## config.mk

```make
export PLATFORM = sky130hd
export DESIGN_NAME = accumulator_core
export DESIGN_NICKNAME = d
export VERILOG_FILES = /design/src/rtl/accumulator_core.sv
export SDC_FILE = /design/constraint.sdc
export NUM_CORES = 1
export LEC_CHECK = 0
export BUFFER_PORTS_ARGS = -buffer_cell sky130_fd_sc_hd__buf_2
export CAP_MARGIN = 20
export CORE_UTILIZATION = 40
export DETAILED_ROUTE_END_ITERATION = 8
export GPL_ROUTABILITY_DRIVEN = 0
export HOLD_SLACK_MARGIN = 0.05
export PLACE_DENSITY = 0.68
export SLEW_MARGIN = 20
export SYNTH_ARGS = -nofsm -noshare
export SYNTH_HDL_FRONTEND = slang
export SYNTH_SLANG_ARGS = --single-unit
```

## constraint.sdc

```tcl
create_clock -name CLK -period 3.02 [get_ports CLK]
set_input_delay 0.151 -clock CLK [delete_from_list [all_inputs] [get_ports CLK]]
set_output_delay 0.151 -clock CLK [all_outputs]
set_load 0.1 [all_outputs]
```

## src/rtl/accumulator_core.sv

```systemverilog
// Accumulator core: two-cycle fetch/execute processor with a register file, Z/C flags, branches and halt.
// Latency: 2 cycles per instruction (FETCH + EXEC) with zero-wait memory, +1 per cycle imem_ack stays low.
// Backpressure: FETCH holds imem_req/imem_addr stable until imem_ack; imem_ack is ignored outside FETCH.
//
// Ports:
//   CLK, CLB        clock; synchronous active-high reset
//   imem_req/addr   fetch request and address (= PC), request high only in FETCH
//   imem_ack/data   instruction handshake; data = {opcode[3:0], operand[OPER_W-1:0]}
//   acc_out, z_out, c_out, halted   architectural state
// Optional build macro ACC_SAT_EN: ADD saturates to all-ones on carry, SUB saturates to 0 on borrow.
module accumulator_core #(
  parameter int DATA_W = 8,
  parameter int OPER_W = 4,
  parameter int PC_W   = 8
) (
  input  logic              CLK,
  input  logic              CLB,
  output logic              imem_req,
  output logic [PC_W-1:0]   imem_addr,
  input  logic              imem_ack,
  input  logic [OPER_W+3:0] imem_data,
  output logic [DATA_W-1:0] acc_out,
  output logic              z_out,
  output logic              c_out,
  output logic              halted
);

  localparam int NUM_REGS = 2 ** OPER_W;

  localparam logic [3:0] OP_LDI = 4'h1;
  localparam logic [3:0] OP_LDR = 4'h2;
  localparam logic [3:0] OP_STR = 4'h3;
  localparam logic [3:0] OP_ADD = 4'h4;
  localparam logic [3:0] OP_SUB = 4'h5;
  localparam logic [3:0] OP_AND = 4'h6;
  localparam logic [3:0] OP_OR  = 4'h7;
  localparam logic [3:0] OP_XOR = 4'h8;
  localparam logic [3:0] OP_NOT = 4'h9;
  localparam logic [3:0] OP_SHL = 4'hA;
  localparam logic [3:0] OP_SHR = 4'hB;
  localparam logic [3:0] OP_JMP = 4'hC;
  localparam logic [3:0] OP_JZ  = 4'hD;
  localparam logic [3:0] OP_JC  = 4'hE;
  localparam logic [3:0] OP_HLT = 4'hF;

  typedef enum logic [1:0] {FETCH, EXEC, HALT} stateT;

  stateT             state;
  logic [DATA_W-1:0] acc;
  logic [PC_W-1:0]   pc;
  logic [OPER_W+3:0] ir;
  logic              zFlag;
  logic              cFlag;
  logic [DATA_W-1:0] regFile [NUM_REGS];

  logic [3:0]        opcode;
  logic [OPER_W-1:0] operand;
  logic [DATA_W-1:0] rVal;
  logic [DATA_W-1:0] imm;
  logic [PC_W-1:0]   jumpTgt;
  logic [DATA_W:0]   sumW;
  logic [DATA_W:0]   diffW;
  logic [DATA_W-1:0] nextAcc;
  logic              nextC;
  logic              accWr;
  logic              branchTaken;

  assign opcode  = ir[OPER_W+3:OPER_W];
  assign operand = ir[OPER_W-1:0];
  assign rVal    = regFile[operand];
  assign imm     = DATA_W'(operand);
  // Register value zero-extended or truncated to the PC width.
  assign jumpTgt = PC_W'(rVal);

  // One extra bit holds carry-out for ADD and borrow for SUB.
  assign sumW  = {1'b0, acc} + {1'b0, rVal};
  assign diffW = {1'b0, acc} - {1'b0, rVal};

  always_comb begin
    nextAcc = acc;
    nextC   = cFlag;
    accWr   = 1'b0;
    case (opcode)
      OP_LDI: begin nextAcc = imm;  accWr = 1'b1; end
      OP_LDR: begin nextAcc = rVal; accWr = 1'b1; end
      OP_ADD: begin
        nextC   = sumW[DATA_W];
        nextAcc = sumW[DATA_W-1:0];
`ifdef ACC_SAT_EN
        if (sumW[DATA_W]) nextAcc = '1;
`endif
        accWr = 1'b1;
      end
      OP_SUB: begin
        nextC   = diffW[DATA_W];
        nextAcc = diffW[DATA_W-1:0];
`ifdef ACC_SAT_EN
        if (diffW[DATA_W]) nextAcc = '0;
`endif
        accWr = 1'b1;
      end
      OP_AND: begin nextAcc = acc & rVal; accWr = 1'b1; end
      OP_OR:  begin nextAcc = acc | rVal; accWr = 1'b1; end
      OP_XOR: begin nextAcc = acc ^ rVal; accWr = 1'b1; end
      OP_NOT: begin nextAcc = ~acc;       accWr = 1'b1; end
      OP_SHL: begin
        nextC   = acc[DATA_W-1];
        nextAcc = {acc[DATA_W-2:0], 1'b0};
        accWr   = 1'b1;
      end
      OP_SHR: begin
        nextC   = acc[0];
        nextAcc = {1'b0, acc[DATA_W-1:1]};
        accWr   = 1'b1;
      end
      default: ;
    endcase
  end

  // Conditional branches test the flags left by earlier instructions.
  assign branchTaken = (opcode == OP_JMP) ||
                       ((opcode == OP_JZ) && zFlag) ||
                       ((opcode == OP_JC) && cFlag);

  always_ff @(posedge CLK) begin
    if (CLB) begin
      state <= FETCH;
      acc   <= '0;
      pc    <= '0;
      ir    <= '0;
      zFlag <= 1'b0;
      cFlag <= 1'b0;
      for (int i = 0; i < NUM_REGS; i++) regFile[i] <= '0;
    end else begin
      case (state)
        FETCH: begin
          if (imem_ack) begin
            ir    <= imem_data;
            pc    <= pc + PC_W'(1);
            state <= EXEC;
          end
        end
        EXEC: begin
          if (accWr) begin
            acc   <= nextAcc;
            zFlag <= (nextAcc == '0);
          end
          cFlag <= nextC;
          if (opcode == OP_STR) regFile[operand] <= acc;
          if (branchTaken) pc <= jumpTgt;
          state <= (opcode == OP_HLT) ? HALT : FETCH;
        end
        HALT:    state <= HALT;
        default: state <= FETCH;
      endcase
    end
  end

  assign imem_req  = (state == FETCH);
  assign imem_addr = pc;
  assign halted    = (state == HALT);
  assign acc_out   = acc;
  assign z_out     = zFlag;
  assign c_out     = cFlag;

endmodule

```

## After elaboration in Yosys (flattened, before gate mapping)

Memory sizes are Yosys's and may differ from the RTL's. A register that Yosys moved wholly into a read port is not among the register bits.
Index checks and enable logic that the tools add are counted.

| storage, ports and cells | value |
|---|---|
| flip-flop bits (word level) | 28 |
| memory bits (writable) | 128 |
| memories | 1 |
| memory bits (read-only) | 0 |
| bits in latches | 0 |
| logic and storage cells | 67 |

Memories:

| name | words | bits a word | rd ports | clocked after memory_dff | wr ports | line | text |
|---|---|---|---|---|---|---|---|
| regFile | 16 | 8 | 1 | 1 | 16 | 54 | `logic [DATA_W-1:0] regFile [NUM_REGS];` |

| cells by class | value |
|---|---|
| multiplexer cells | 20 |
| reductions and logical operators | 14 |
| shift operators | 0 |
| multiply operators | 0 |
| div/mod/pow operators | 0 |
| bitwise logic cells | 4 |
| eq/ne operators | 19 |
| magnitude comparators | 0 |
| add/subtract/negate cells | 3 |

Operators with widths:

| operator | count |
|---|---|
| 8-bit case mux with 10 select lines | 1 |
| 4-bit equality test (second input constant) | 8 |
| 8-bit two-way mux | 3 |
| 4-bit by 3-bit equality test with 1-bit output (second input constant) | 4 |
| 8-bit case mux with 2 select lines | 1 |
| 4-bit two-way mux | 3 |
| 10-bit OR reduction | 1 |
| 8-bit by 8-bit adder with 9-bit output | 1 |
| 8-bit by 8-bit subtractor with 9-bit output | 1 |
| 8-bit by 1-bit adder with 8-bit output (second input constant) | 1 |
| 8-bit bitwise AND | 1 |
| 4-bit by 2-bit equality test with 1-bit output (second input constant) | 2 |
| 8-bit logical NOT | 1 |
| 1-bit two-way mux | 8 |
| 8-bit NOT | 1 |
| 8-bit bitwise OR | 1 |
| 8-bit OR reduction | 1 |
| 8-bit bitwise XOR | 1 |
| 2-bit case mux with 3 select lines | 1 |
| 2-bit AND reduction | 3 |
| 4-bit by 1-bit equality test with 1-bit output (second input constant) | 1 |
| 2-bit two-way mux | 2 |
| 1-bit case mux with 4 select lines | 1 |
| 4-bit nonzero test | 1 |
| other kinds (9) | 11 |

## Depth between registers and ports, before layout

Gate-level depths: netlist of run 1.

| depth | value |
|---|---|
| depth in word-level cells | 7 |
| depth in mapped cells | 16 |
| gate-level depth less buffers | 13 |

## Worst setup path before layout of run 1

No wires, ideal clock.

| path | value |
|---|---|
| kind | register -> register |
| start | register acc[2] (netlist: acc_out[2]) |
| end | register zFlag (netlist: z_out) |
| setup time | 0.059 ns |
| arrival | 3.685 ns |
| period minus slack after synthesis | 3.743 ns |
| cell stages (with the launch flop) | 12 |
| path buffers | 2 |
| slack | -0.723 ns |
| path through | dfxtp_1 > clkinv_1 > clkbuf_1 > ha_1 > clkbuf_1 > nand2b_1 > a211oi_1 > mux2i_1 > o2bb2ai_1 > o32a_1 > nor3_1 > a31o_1 |

| between the ends | value |
|---|---|
| word-level cells in the longest chain between the ends | 3 |
| elaborated cells on any way between the ends | 8 |
| classes of those cells | 2 x add/sub; 1 x mux; 4 x bitwise; 1 x reduce/logical |

RTL lines:

| element | line | text |
|---|---|---|
| from (decl) | 49 | `logic [DATA_W-1:0] acc;` |
| from (signal assigned) | 145 | `acc <= nextAcc;` |
| 8-bit by 8-bit subtractor with 9-bit output, or another cell as far along | 77 | `assign diffW = {1'b0, acc} - {1'b0, rVal};` |
| 8-bit case mux with 10 select lines * | 83 | `case (opcode)` |
| 8-bit logical NOT * | 146 | `zFlag <= (nextAcc == '0);` |
| to (signal assigned) | 146 |  |
| to (decl) | 52 | `logic zFlag;` |

Every way passes the cells marked *; elsewhere a longest branch is shown, timed or not.
A chain may end at the register's enable or synchronous reset.

==> out/results.ini, run 1 <==
[worst_setup_path]
worstSetupStartpointType = flip-flop
slowest_delay_ns = 0.57
worstPathRequired_ns = 3.40
cp_num_buf_inv = 3
cp_slowest_cell = a2111oi_0
path_max_fanout = 7
path_cells = buf_8 > buf_4 > mux4_2 > a22oi_2 > nand3_2 > buf_4 > ha_1 > nor3b_1 > a2111oi_0 > a31oi_1 > nor4_2 > a31o_1
cp.arrival_ns = 3.79
setup.worst_path.class = reg -> reg
cp_top_family = compound AO/OA/AOI/OAI gates
timing.critical_path.mode_cell = buf_4
crit_path_end_kind = flip-flop

[logic_synthesis]
ys_warn_count = 0
synth_edf_count = 128
yosys.area_share.xor_xnor = 0.005842
synth_mux_area_frac = 0.1149
synthSimpleGateAreaFrac = 0.1714
synthCells = 811
synthArstFlopShare = 0
ys_ff_latch = 160
synth.net_count = 854
synth_top_family_by_area = simple AND/OR/NAND/NOR gates
syn_avg_cell_area_um2 = 11.09
synth.distinct_cells = 69
syn-cell-area_mm2 = 0.008995
yosysSeqAreaShare = 0.4985
synth_fa_ha_area_frac = 0.04618
synth_compound_area_frac = 0.1047
synth_ff_type = edfxtp_1

[timing]
rsz0062_at_grt = yes
fin_worst_skew_ns = 0.01347
fmax_mhz = 292.9
drv_slew = 0
holdWs_ns = 0.2180
finalHoldViolCount = 0
tightest_slew_ns = 1.030
finalSetupViolCount = 9
timing.final.crit_period_ns = 3.414
fin_crit_sh = 1.130
slew-limit-headroom = 0.3132
setup-tns-final_ns = -1.671
setup_slack_ns = -0.3936

[placed_design]
dp.cells = 1174
hpwl_mm = 17.89
port-buffer-count = 30

[floorplanning]
core_mm2 = 0.02196
die_h_um = 152.0
io_pins = 31
dieWidth_um = 152.0
rows = 54
die_area_mm2 = 0.02309
initial_core_util = 0.4096

[final_layout]
final_common_cell = buf_4
nets = 974
drive_gt1_frac = 0.3104
instances_no_fill = 1224
area.growth.synth_to_final_pct = 25.23
final_util = 0.5130
layout_common_cells = buf_4 (130), edfxtp_1 (128), nor3_1 (104)
n_antenna_cell = 0

[global_route]
antenna_found_initial = 0
grt_pass1_vias = 7214
grt_pass1_wl_mm = 40.74
use_met2 = 0.3845
use_met1 = 0.2996
gr-total-overflow = 0
grt_start_max_net_pins = 39
track_usage = 0.2304
top_usage_layer = met2
grt.met3_usage = 0.03594

[clock_network]
cts_inserted_buffers = 17
clock_latency_ns = 0.43
clock_path_buffers = 2
cts_tree = yes
clock-sinks = 160
cts_max_level = 4
cts_root_buf = clkbuf_16
cts.clk_slew.worst_paths_ns = 0.07

[power]
power_density_mw_per_mm2 = 540.2
p_leak_nw = 4.032
finalPower_mw = 6.085
ir_worst_vdd_mv = 0.4190

[route]
wl_mm = 26.42
drtIter0Drc = 756
firstDrtPassIters = 7
drc_errors = 2
antenna_left = 0
post_drt_via_cell_ratio = 5.976
wl_per_cell_um = 21.59
dr_total_vias = 7315

[outcome]
violations = DRC, setup timing
status = finished with violations

[job]
drv_cap = 0

[hold_path]
hold_path_class = in -> reg

## Yosys cell counts (3+ instances only)
cell type / instances / area share
nand3_1: 16 / 0.0089
a2111oi_0: 3 / 0.0029
ha_1: 30 / 0.042
buf_2: 4 / 0.0022
clkbuf_4: 3 / 0.0025
buf_6: 6 / 0.0075
nand3b_1: 4 / 0.0033
clkinv_1: 7 / 0.0029
nand2b_1: 13 / 0.0090
a21oi_1: 34 / 0.019
o21bai_1: 4 / 0.0033
dfxtp_1: 32 / 0.071
nor3_1: 106 / 0.059
mux4_2: 16 / 0.040
o31ai_1: 5 / 0.0042
a22oi_1: 13 / 0.011
a31oi_1: 4 / 0.0028
o2bb2ai_1: 3 / 0.0029
clkbuf_1: 52 / 0.022
xor2_1: 4 / 0.0039
a2bb2oi_1: 3 / 0.0029
nand2_1: 55 / 0.023
nor2b_1: 8 / 0.0056
mux4_1: 18 / 0.053
a21o_1: 4 / 0.0033
mux2i_1: 20 / 0.022
buf_1: 4 / 0.0017
edfxtp_1: 128 / 0.43
and3_1: 7 / 0.0049
or3_1: 4 / 0.0028
or2_2: 3 / 0.0021
nor2_1: 40 / 0.017
a221oi_1: 4 / 0.0039
a211oi_1: 7 / 0.0058
nor4_1: 34 / 0.024
inv_1: 26 / 0.011
o22ai_1: 4 / 0.0028
o21ai_0: 41 / 0.023
## logic make-up (layout without fill, tap and decap cells)
group,after synthesis,after routing
buffers and inverters,109,242
AOI/OAI and AO/OA,146,146
xor gates and xnor gates,6,6
muxes,54,54
DFF,160,160
and+or+nand+nor,304,304
adders and majority gates,32,32
## worst reg2reg max path, stage by stage, from the launching register on
cell       delay [ns]
dfxtp_4          0.44
buf_8            0.15
buf_4            0.14
mux4_2           0.50
a22oi_2          0.18
nand3_2          0.10
buf_4            0.15
ha_1             0.22
nor3b_1          0.15
a2111oi_0        0.57
a31oi_1          0.22
nor4_2           0.36
a31o_1           0.19
## metrics by stage
step | cell area, um2 | setup slack, ns
3_5_place_dp | 10190 | -0.5254
4_1_cts | 11110 | -0.2869
2_1_floorplan | 9100 | -0.1745
3_3_place_gp | 10190 | -0.5197
5_1_grt | 11260 | -0.5953
6_report | 11260 | -0.3936
## sequential cells by signal (all words and copies together), names as in the netlist, named ones only
register	cells
imem_addr	8
z_out	1
c_out	1
ir	8
regFile	128
acc_out	8
state	2
## metal layers
| layer | wire [um] | vias to the layer above |
|---|---|---|
| li1 | - | 3350 |
| met1 | 10850 | 3588 |
| met2 | 12980 | 330 |
| met3 | 1911 | 47 |
| met4 | 678 | 0 |
| met5 | 0 | - |
## cell type report
cell class,count,area (um2)
fill,1871,10690
timing repair buffer,176,1340
sequential,160,4502
multi-input combinational,542,4277
clock buffer,19,432.9
tap,280,350.3
inverter,34,130.1
clock inverter,13,232.7
## path summary, 6_finish.rpt
path                            slack [ns]  startpoint       end  cells past startpoint
worst max register to register       -0.39   flip-flop     z_out                     12
worst max-delay path                 -0.39   flip-flop     z_out                     12
worst min register to register        0.51       ir[6]     ir[6]                      2
worst min-delay path                  0.22    imem_ack  state[0]                      3
## power breakdown
group	internal [mW]	switching, mW	leakage, nW	total, mW
Combinational	0.488	0.633	2.12	1.12
Clock	1.56	0.901	0.320	2.46
Sequential	2.45	0.0574	1.59	2.51
## what timing repair did
item / CTS / global route
resized for setup: 41 / 26
endpoints found under the hold margin: 12 / 0
cloned: 0 / 1
pin swaps: 25 / 12
hold buffers: 8 / 0
setup buffers: 8 / 3
endpoints found under the setup margin: 9 / 9
Note: power is estimated with default switching activity, not from simulation.
==> run 2, diff against run 1 <==
--- a/config.mk
+++ b/config.mk
@@ -12,6 +12,7 @@
 export GPL_ROUTABILITY_DRIVEN = 0
 export HOLD_SLACK_MARGIN = 0.05
 export PLACE_DENSITY = 0.68
+export SETUP_SLACK_MARGIN = 0.5
 export SLEW_MARGIN = 20
 export SYNTH_ARGS = -nofsm -noshare
 export SYNTH_HDL_FRONTEND = slang
==> out/results.ini, run 2 (synthesis gave the netlist of run 1 again) <==
[worst_setup_path]
setup.worst_path.class = reg -> reg
worstPathRequired_ns = 3.41  ; about the same
cp.arrival_ns = 3.68  ; -0.11 ns
crit_path_end_kind = flip-flop
worstSetupStartpointType = flip-flop
path_max_fanout = 5  ; -2

[outcome]
violations = setup timing
status = finished with violations

[global_route]
grt_pass1_wl_mm = 42.13  ; +3.4%
grt_pass1_vias = 7231  ; +0.24%
gr-total-overflow = 0  ; unchanged
track_usage = 0.2378  ; +0.007396
grt_start_max_net_pins = 38  ; -2.6%
antenna_found_initial = 0  ; unchanged

[final_layout]
n_antenna_cell = 0  ; unchanged
nets = 975  ; +0.10%
final_util = 0.5228  ; +0.009801
multi_input_comb_area_mm2 = 0.004474  ; +4.6%
drive_gt1_frac = 0.3524  ; +0.04200
area.growth.synth_to_final_pct = 27.63
top_register = regFile
instances_no_fill = 1225  ; +0.082%
final_common_cell = edfxtp_1
largest_reg_flops = 128  ; unchanged
seq_area_mm2 = 0.004502  ; unchanged
final_area_mm2 = 0.01148  ; +1.9%
layout_common_cells = edfxtp_1 (128), buf_4 (114), nor3_1 (105)
fillerInstances = 1819  ; -2.8%

[timing]
timing.final.crit_period_ns = 3.296  ; -0.1177 ns
fin_crit_sh = 1.091  ; -0.03896
finalHoldViolCount = 0  ; unchanged
setup_slack_ns = -0.2759  ; +0.1177 ns
finalSetupViolCount = 8  ; -1
setup-tns-final_ns = -1.488  ; +0.1834 ns
rsz0062_at_grt = yes
slew-limit-headroom = 0.3035  ; -0.009754
fin_worst_skew_ns = 0.01311  ; -0.0003665 ns
tightest_slew_ns = 1.044  ; +0.01348 ns
drv_slew = 0  ; unchanged
fmax_mhz = 303.4  ; +3.6%

[clock_network]
clock-sinks = 160  ; unchanged
cts_tree = yes
cts_root_buf = clkbuf_16
clock_latency_ns = 0.44  ; about the same
clock_path_buffers = 2  ; unchanged
cts_inserted_buffers = 17  ; unchanged
cts.clk_slew.worst_paths_ns = 0.07  ; about the same
cts_max_level = 4  ; unchanged

[power]
ir_worst_vdd_mv = 0.3798  ; -9.3%
p_leak_nw = 4.038  ; +0.15%
power_density_mw_per_mm2 = 503.2  ; -6.9%

[placed_design]
dp.cells = 1160  ; -1.2%
hpwl_mm = 17.87  ; -0.11%
placed_area_mm2 = 0.01015  ; -0.41%
port-buffer-count = 30  ; unchanged

[job]
drv_cap = 0  ; unchanged

[floorplanning]
core_mm2 = 0.02196  ; unchanged
initial_core_util = 0.4096  ; unchanged
dieWidth_um = 152.0  ; unchanged
rows = 54  ; unchanged
die_h_um = 152.0  ; unchanged
io_pins = 31  ; unchanged
die_area_mm2 = 0.02309  ; unchanged

[route]
dr_wl_met3_mm = 2.146  ; +12%
firstDrtPassIters = 6  ; -1
wl_met2_mm = 12.92  ; -0.45%
wl_met1_mm = 11.00  ; +1.4%
wl_per_cell_um = 22.20  ; +2.9%
post_drt_via_cell_ratio = 6.114  ; +2.3%
antenna_left = 0  ; unchanged
drc_errors = 0  ; -2
wl_mm = 27.20  ; +3.0%
top_layer = met4
drtIter0Drc = 717  ; -5.2%
dr_total_vias = 7490  ; +2.4%

[hold_path]
hold_path_class = in -> reg

==> run 2: cell types whose count changed in the layout (fill, tap and decap cells not counted), moves of 7 or more <==
cell,change
buf_4,-16
o21ai_0,-11
buf_6,+10
ha_1,-9
inv_1,-8
inv_2,+7
==> run 2: report_power, final <==
| group | internal, mW | total, mW | switching [mW] |
|---|---|---|---|
| sequential | 2.45 | 2.51 | 0.0580 |
| combinational | 0.525 | 1.19 | 0.670 |
| clock | 1.20 | 2.07 | 0.869 |
==> run 2: what timing repair did <==
| action | 4_1_cts | 5_1_grt |
|---|---|---|
| setup endpoints to repair | 96 | 118 |
| resized for setup | 88 | 50 |
| cloned | 1 | 1 |
| pin swaps | 38 | 30 |
| hold endpoints to repair | 12 | 0 |
| hold buffers | 8 | 0 |
| buffers inserted | 16 | 7 |
==> run 2: cell type report <==
| type | instances | area share |
|---|---|---|
| repair buffers | 177 | 0.1276 |
| inverters | 34 | 0.01155 |
| flip-flops and latches | 160 | 0.3922 |
| clock buffers | 20 | 0.03804 |
| well taps | 280 | 0.03052 |
| multi-input cells | 542 | 0.3898 |
| clock inverters | 12 | 0.01035 |
==> run 2: final timing paths <==
path / startpoint / end / slack [ns] / cells after the start
max: flip-flop / z_out / -0.28 / 12
min: imem_ack / state[0] / 0.20 / 3
max reg2reg: flip-flop / z_out / -0.28 / 12
min reg2reg: ir[6] / ir[6] / 0.49 / 2
==> run 2: worst max-delay path: stages (launching register included) <==
cell and delay [ns]:
dfxtp_4 0.38, buf_12 0.14, mux4_2 0.54, mux4_2 0.55, inv_4 0.12, fa_2 0.25
nand2b_4 0.08, a211oi_4 0.24, mux2i_1 0.21, o2bb2ai_1 0.08, o32a_1 0.38, nor3_2 0.12
a31o_1 0.14
==> run 2: metrics by stage <==
stage               hold slack [ns]  total power [mW]  worst slack [ns]
global placement             0.4074             3.522           -0.3862
floorplan                    0.2842             3.186           -0.1745
CTS                          0.1940             5.708           -0.2413
finish                       0.1986             5.776           -0.2759
global route                 0.2424             5.943           -0.3758
detailed placement           0.4080             3.535           -0.4272
==> run 2: per-layer routing <==
metal / vias to the layer above / track usage
met3: 69 / 0.04564
met5: - / 0
li1: 3344 / -
met1: 3693 / 0.3075
met4: 0 / 0.1249
met2: 384 / 0.3805
